===== config.mk =====
export PLATFORM = sky130hd
export DESIGN_NAME = dunit_pipe_sequencer
export DESIGN_NICKNAME = d
export VERILOG_FILES = /design/src/rtl/dunit_pipe_sequencer.sv
export SDC_FILE = /design/constraint.sdc
export NUM_CORES = 1
export LEC_CHECK = 0
export CAP_MARGIN = 40
export CELL_PAD_IN_SITES_DETAIL_PLACEMENT = 0
export CELL_PAD_IN_SITES_GLOBAL_PLACEMENT = 1
export CORE_MARGIN = 4
export CORE_UTILIZATION = 39
export DETAILED_ROUTE_END_ITERATION = 10
export GPL_TIMING_DRIVEN = 1
export PLACE_DENSITY = 0.84
export SETUP_SLACK_MARGIN = 0.4
export SLEW_MARGIN = 20
export SYNTH_ARGS = -nofsm -noshare
export SYNTH_HDL_FRONTEND = slang
export SYNTH_SLANG_ARGS = --single-unit

===== constraint.sdc =====
create_clock -name i_clk -period 2.7 [get_ports i_clk]
set_clock_uncertainty 0.1 [all_clocks]
set_input_delay 0.54 -clock i_clk [delete_from_list [all_inputs] [get_ports i_clk]]
set_output_delay 0.54 -clock i_clk [all_outputs]
set_load 0.005 [all_outputs]

===== src/rtl/dunit_pipe_sequencer.sv =====
// ============================================================================
// Module   : dunit_pipe_sequencer
// Purpose  : Debug-unit run/step/stop sequencer driving the MIPS pipeline
//            clock enable, with post-HALT drain and retired-cycle counter.
//            Optional macro DUNIT_WATCHDOG_EN adds a RUN-cycle watchdog.
// Revision : 1.0 - initial release
// ============================================================================
`default_nettype none

module dunit_pipe_sequencer #(
  parameter int          NB_CNT       = 32,
  parameter int          DRAIN_CYCLES = 4,
  parameter logic [31:0] CYCLE_LIMIT  = 32'd1_000_000
) (
  input  logic              i_clk,
  input  logic              i_reset,
  input  logic              i_run_req,
  input  logic              i_step_req,
  input  logic              i_stop_req,
  input  logic              i_clear,
  input  logic              i_halt_detect,
  output logic              o_dunit_clk_en,
  output logic [2:0]        o_state,
  output logic              o_halted,
  output logic              o_step_done,
  output logic              o_timeout,
  output logic [NB_CNT-1:0] o_cycle_count
);

  typedef enum logic [2:0] {
    ST_IDLE   = 3'd0,
    ST_RUN    = 3'd1,
    ST_STEP   = 3'd2,
    ST_DRAIN  = 3'd3,
    ST_HALTED = 3'd4
  } state_t;

  localparam logic [3:0] c_drain_load = 4'(DRAIN_CYCLES);

  state_t              r_state;
  logic [3:0]          r_drain_cnt;
  logic [NB_CNT-1:0]   r_count;
  logic                r_step_done;
  logic                w_clk_en;
  logic                w_wd_hit;

  // Enable is a pure decode of the state register: no input-to-output path.
  assign w_clk_en = (r_state == ST_RUN) || (r_state == ST_STEP) || (r_state == ST_DRAIN);

`ifdef DUNIT_WATCHDOG_EN
  logic r_timeout;

  assign w_wd_hit = (r_state == ST_RUN) && (r_count == NB_CNT'(CYCLE_LIMIT - 32'd1));

  always_ff @(posedge i_clk or posedge i_reset) begin
    if (i_reset) begin
      r_timeout <= 1'b0;
    end else if (w_wd_hit) begin
      r_timeout <= 1'b1;
    end else if ((r_state == ST_HALTED) && i_clear) begin
      r_timeout <= 1'b0;
    end
  end

  assign o_timeout = r_timeout;
`else
  assign w_wd_hit  = 1'b0;
  // Limit only matters with the watchdog; folded away to a constant zero here.
  assign o_timeout = 1'b0 & (|CYCLE_LIMIT);
`endif

  always_ff @(posedge i_clk or posedge i_reset) begin
    if (i_reset) begin
      r_state     <= ST_IDLE;
      r_drain_cnt <= 4'd0;
      r_count     <= '0;
      r_step_done <= 1'b0;
    end else begin
      r_step_done <= 1'b0;
      if (w_clk_en && !(&r_count)) begin
        r_count <= r_count + NB_CNT'(1);
      end
      case (r_state)
        ST_IDLE: begin
          if (i_run_req) begin
            r_state <= ST_RUN;
          end else if (i_step_req) begin
            r_state <= ST_STEP;
          end
        end
        ST_RUN: begin
          if (w_wd_hit) begin
            r_state <= ST_HALTED;
          end else if (i_halt_detect) begin
            r_state     <= ST_DRAIN;
            r_drain_cnt <= c_drain_load;
          end else if (i_stop_req) begin
            r_state <= ST_IDLE;
          end
        end
        ST_STEP: begin
          if (i_halt_detect) begin
            r_state     <= ST_DRAIN;
            r_drain_cnt <= c_drain_load;
          end else begin
            r_state     <= ST_IDLE;
            r_step_done <= 1'b1;
          end
        end
        ST_DRAIN: begin
          if (r_drain_cnt == 4'd1) begin
            r_state     <= ST_HALTED;
            r_drain_cnt <= 4'd0;
          end else begin
            r_drain_cnt <= r_drain_cnt - 4'd1;
          end
        end
        ST_HALTED: begin
          if (i_clear) begin
            r_state <= ST_IDLE;
            r_count <= '0;
          end
        end
        default: begin
          r_state <= ST_IDLE;
        end
      endcase
    end
  end

  assign o_dunit_clk_en = w_clk_en;
  assign o_state        = r_state;
  assign o_halted       = (r_state == ST_HALTED);
  assign o_step_done    = r_step_done;
  assign o_cycle_count  = r_count;

endmodule

`default_nettype wire


==> out/qor.yml <==
setup_path:
  worst_setup_path_end_kind: "output pin"
  startpoint_type: "flip-flop"
  cp_data_required_time_ps: 2060
  ff2ff_setup_slack_ps: 580
  crit_path_max_fanout: 5
  worstSetupPathType: "reg -> out"
  arrival_ps: 1560
layout:
  fillers: 529
  drive_gt1_frac: 0.114
  post-route-util: 0.531
  area_growth_pct: 28.2
  register_area_mm2: 0.00100
  fin_nets: 317
  mostFrequentLayoutCell: "clkdlybuf4s50_1"
  multi_input_area_mm2: 0.00127
  layout_common_cells: "44 x clkdlybuf4s50_1, 38 x dfrtp_1, 26 x nand2_1"
  diodes: 0
pwr:
  pwr_density_cell_mw_per_mm2: 892
  power_mw: 2.67
  irDropWorstVdd_mv: 0.624
  p_leak_nw: 1.19
global_route:
  antenna_found_initial: 0
  overflow: 0
  grt_max_degree: 41
  grt_pass1_vias: 1994
  grt_pass1_wl_um: 9550
  grtUsageTotal: 0.161
synth:
  synth_xor_area_frac: 0.0112
  synth.area.top_cells: "dfrtp_1 43%, nand2_1 4.2%, a21oi_1 4.1%"
  synthSimpleGateAreaFrac: 0.290
  yosys_warnings: 0
  syn_inst: 255
  synth_top_area_cell: "dfrtp_1"
  synth_fp_nets: 265
  synth.top_cell.area_share: 0.428
  syn_avg_cell_area_um2: 9.17
  async_flop_share: 1.00
  ys.flop_type: "dfrtp_1"
  synth_top_family_by_area: "simple AND/OR/NAND/NOR gates"
  synth_edf_count: 0
  yosysUniqueCellTypes: 45
  synth_compound_area_frac: 0.179
  syn_area_mm2: 0.00234
  ys_seq_area_frac: 0.428
  synth_seq_cells: 40
  muxShareOfSynthArea: 0.0385
  synthAdderAreaFrac: 0.0161
detailed_routing:
  vias: 2142
  wl_um: 5680
  wl_per_cell_um: 15.0
  dr.pass1.iters: 4
  drc: 0
  viasPerCell: 5.65
  drt_iter0_markers: 100
  antenna_left: 0
hold_path:
  hp-class: "reg -> reg"
clocking:
  clk_path_buf_depth: 2
  clkSinkCount: 40
  h-tree-depth: 2
  numCtsBuffers: 5
  cts-root-buf: "clkbuf_8"
  hold_buffers: 0
  worstSkewPairLatency_ps: 290
  clk_pin_slew_ps: 70
  cts_tree: "built"
die:
  die_area_mm2: 0.00730
  boundaryPins: 46
  std_cell_rows: 27
  start_util: 0.414
  die_w_um: 85.4
  core_mm2: 0.00564
  die_height_um: 85.4
sta:
  clock.fmax_mhz: 455
  setup_viol: 0
  finalSetupTns_ps: 0
  min_period_ps: 2200
  worst_pin_slew_ps: 632
  period_share: 0.815
  slew_headroom: 0.578
  hold-worst-slack_ps: 412
  rsz0062_at_grt: "true"
  slew_violations: 0
  final_hold_viol_count: 0
place:
  gp_congestion: 0.803
  io_buffer_count: 44
  post-dp-hpwl_um: 4060
status:
  status: "complete, no violations"
run:
  cap_violations: 0
[final timing paths]
kind,from,cells past startpoint,end
min in group asynchronous,i_reset,3,o_cycle_count[27]$_DFF_PP0_
min,r_drain_cnt[3]$_DFFE_PP0P_,1,r_drain_cnt[3]$_DFFE_PP0P_
max in group asynchronous,i_reset,3,o_state[0]$_DFFE_PP0P_
min reg2reg,r_drain_cnt[3]$_DFFE_PP0P_,1,r_drain_cnt[3]$_DFFE_PP0P_
max reg2reg,o_cycle_count[25]$_DFF_PP0_,5,o_cycle_count[4]$_DFF_PP0_
max,o_state[0]$_DFFE_PP0P_,3,o_halted
[report_power, final]
part | switching [mW] | total, mW | internal (mW)
registers | 0.293 | 1.12 | 0.827
clock network | 0.202 | 0.378 | 0.176
logic | 0.487 | 1.17 | 0.686
[cell usage after synthesis (all sizes together) (3+ instances only)]
cell and n:
nor3 5, a21oi 19, nor2 12, ha 3, dfrtp 40, or2 6
nor4 3, buf 5, mux2i 9, nand4 10, and4 3, or3 15
nand3 12, or4 7, o21a 3, o31ai 7, nand2b 4, clkbuf 5
o211ai 9, inv 8, and2 4, nand2 26, and3 4, o21ai 17
[cell type report]
type                       instances  area share
timing repair buffer              55       0.175
sequential                        40       0.335
multi-input combinational        197       0.424
tap                               72      0.0301
clock buffer                       6      0.0242
inverter                           8      0.0100
clock inverter                     1     0.00167
[critical path, stage by stage (launching register included)]
cell and delay [ps]:
dfrtp_2 460, nor2_2 140, and2_1 170, clkdlybuf4s50_1 500
[registers in the layout (all words and copies together), names as in the netlist]
signal and flops:
o_cycle_count 32, r_drain_cnt 4, o_state 3, o_step_done 1
[cell families after synthesis]
logic type,after synthesis
muxes,9
and+or+nand+nor,116
buffers and inverters,18
DFF,40
AOI/OAI and AO/OA,65
adders and majority gates,3
xor gates and xnor gates,3
other,1
[routing by layer]
metal,global-route usage,vias up,share of wire
li1,-,1055,-
met1,0.211,1038,0.47
met2,0.263,39,0.47
met3,0.0398,10,0.045
met4,0.0489,0,0.015
met5,0,-,0
[what timing repair did]
action / CTS / global route
gates resized for setup: 3 / 3
endpoints found under the setup margin: 2 / 15
buffers inserted: 0 / 5
pin swaps: 0 / 3
[metrics by stage]
stage / worst slack (ps) / instances / area (um^2)
after detailed placement: 436 / 367 / 2860
after floorplan: 675 / 255 / 2340
after global placement: 459 / 367 / 2860
final: 500 / 379 / 3000
after CTS: 431 / 374 / 2940
after global routing: 393 / 379 / 3000
(Power assumes the default switching activity.)
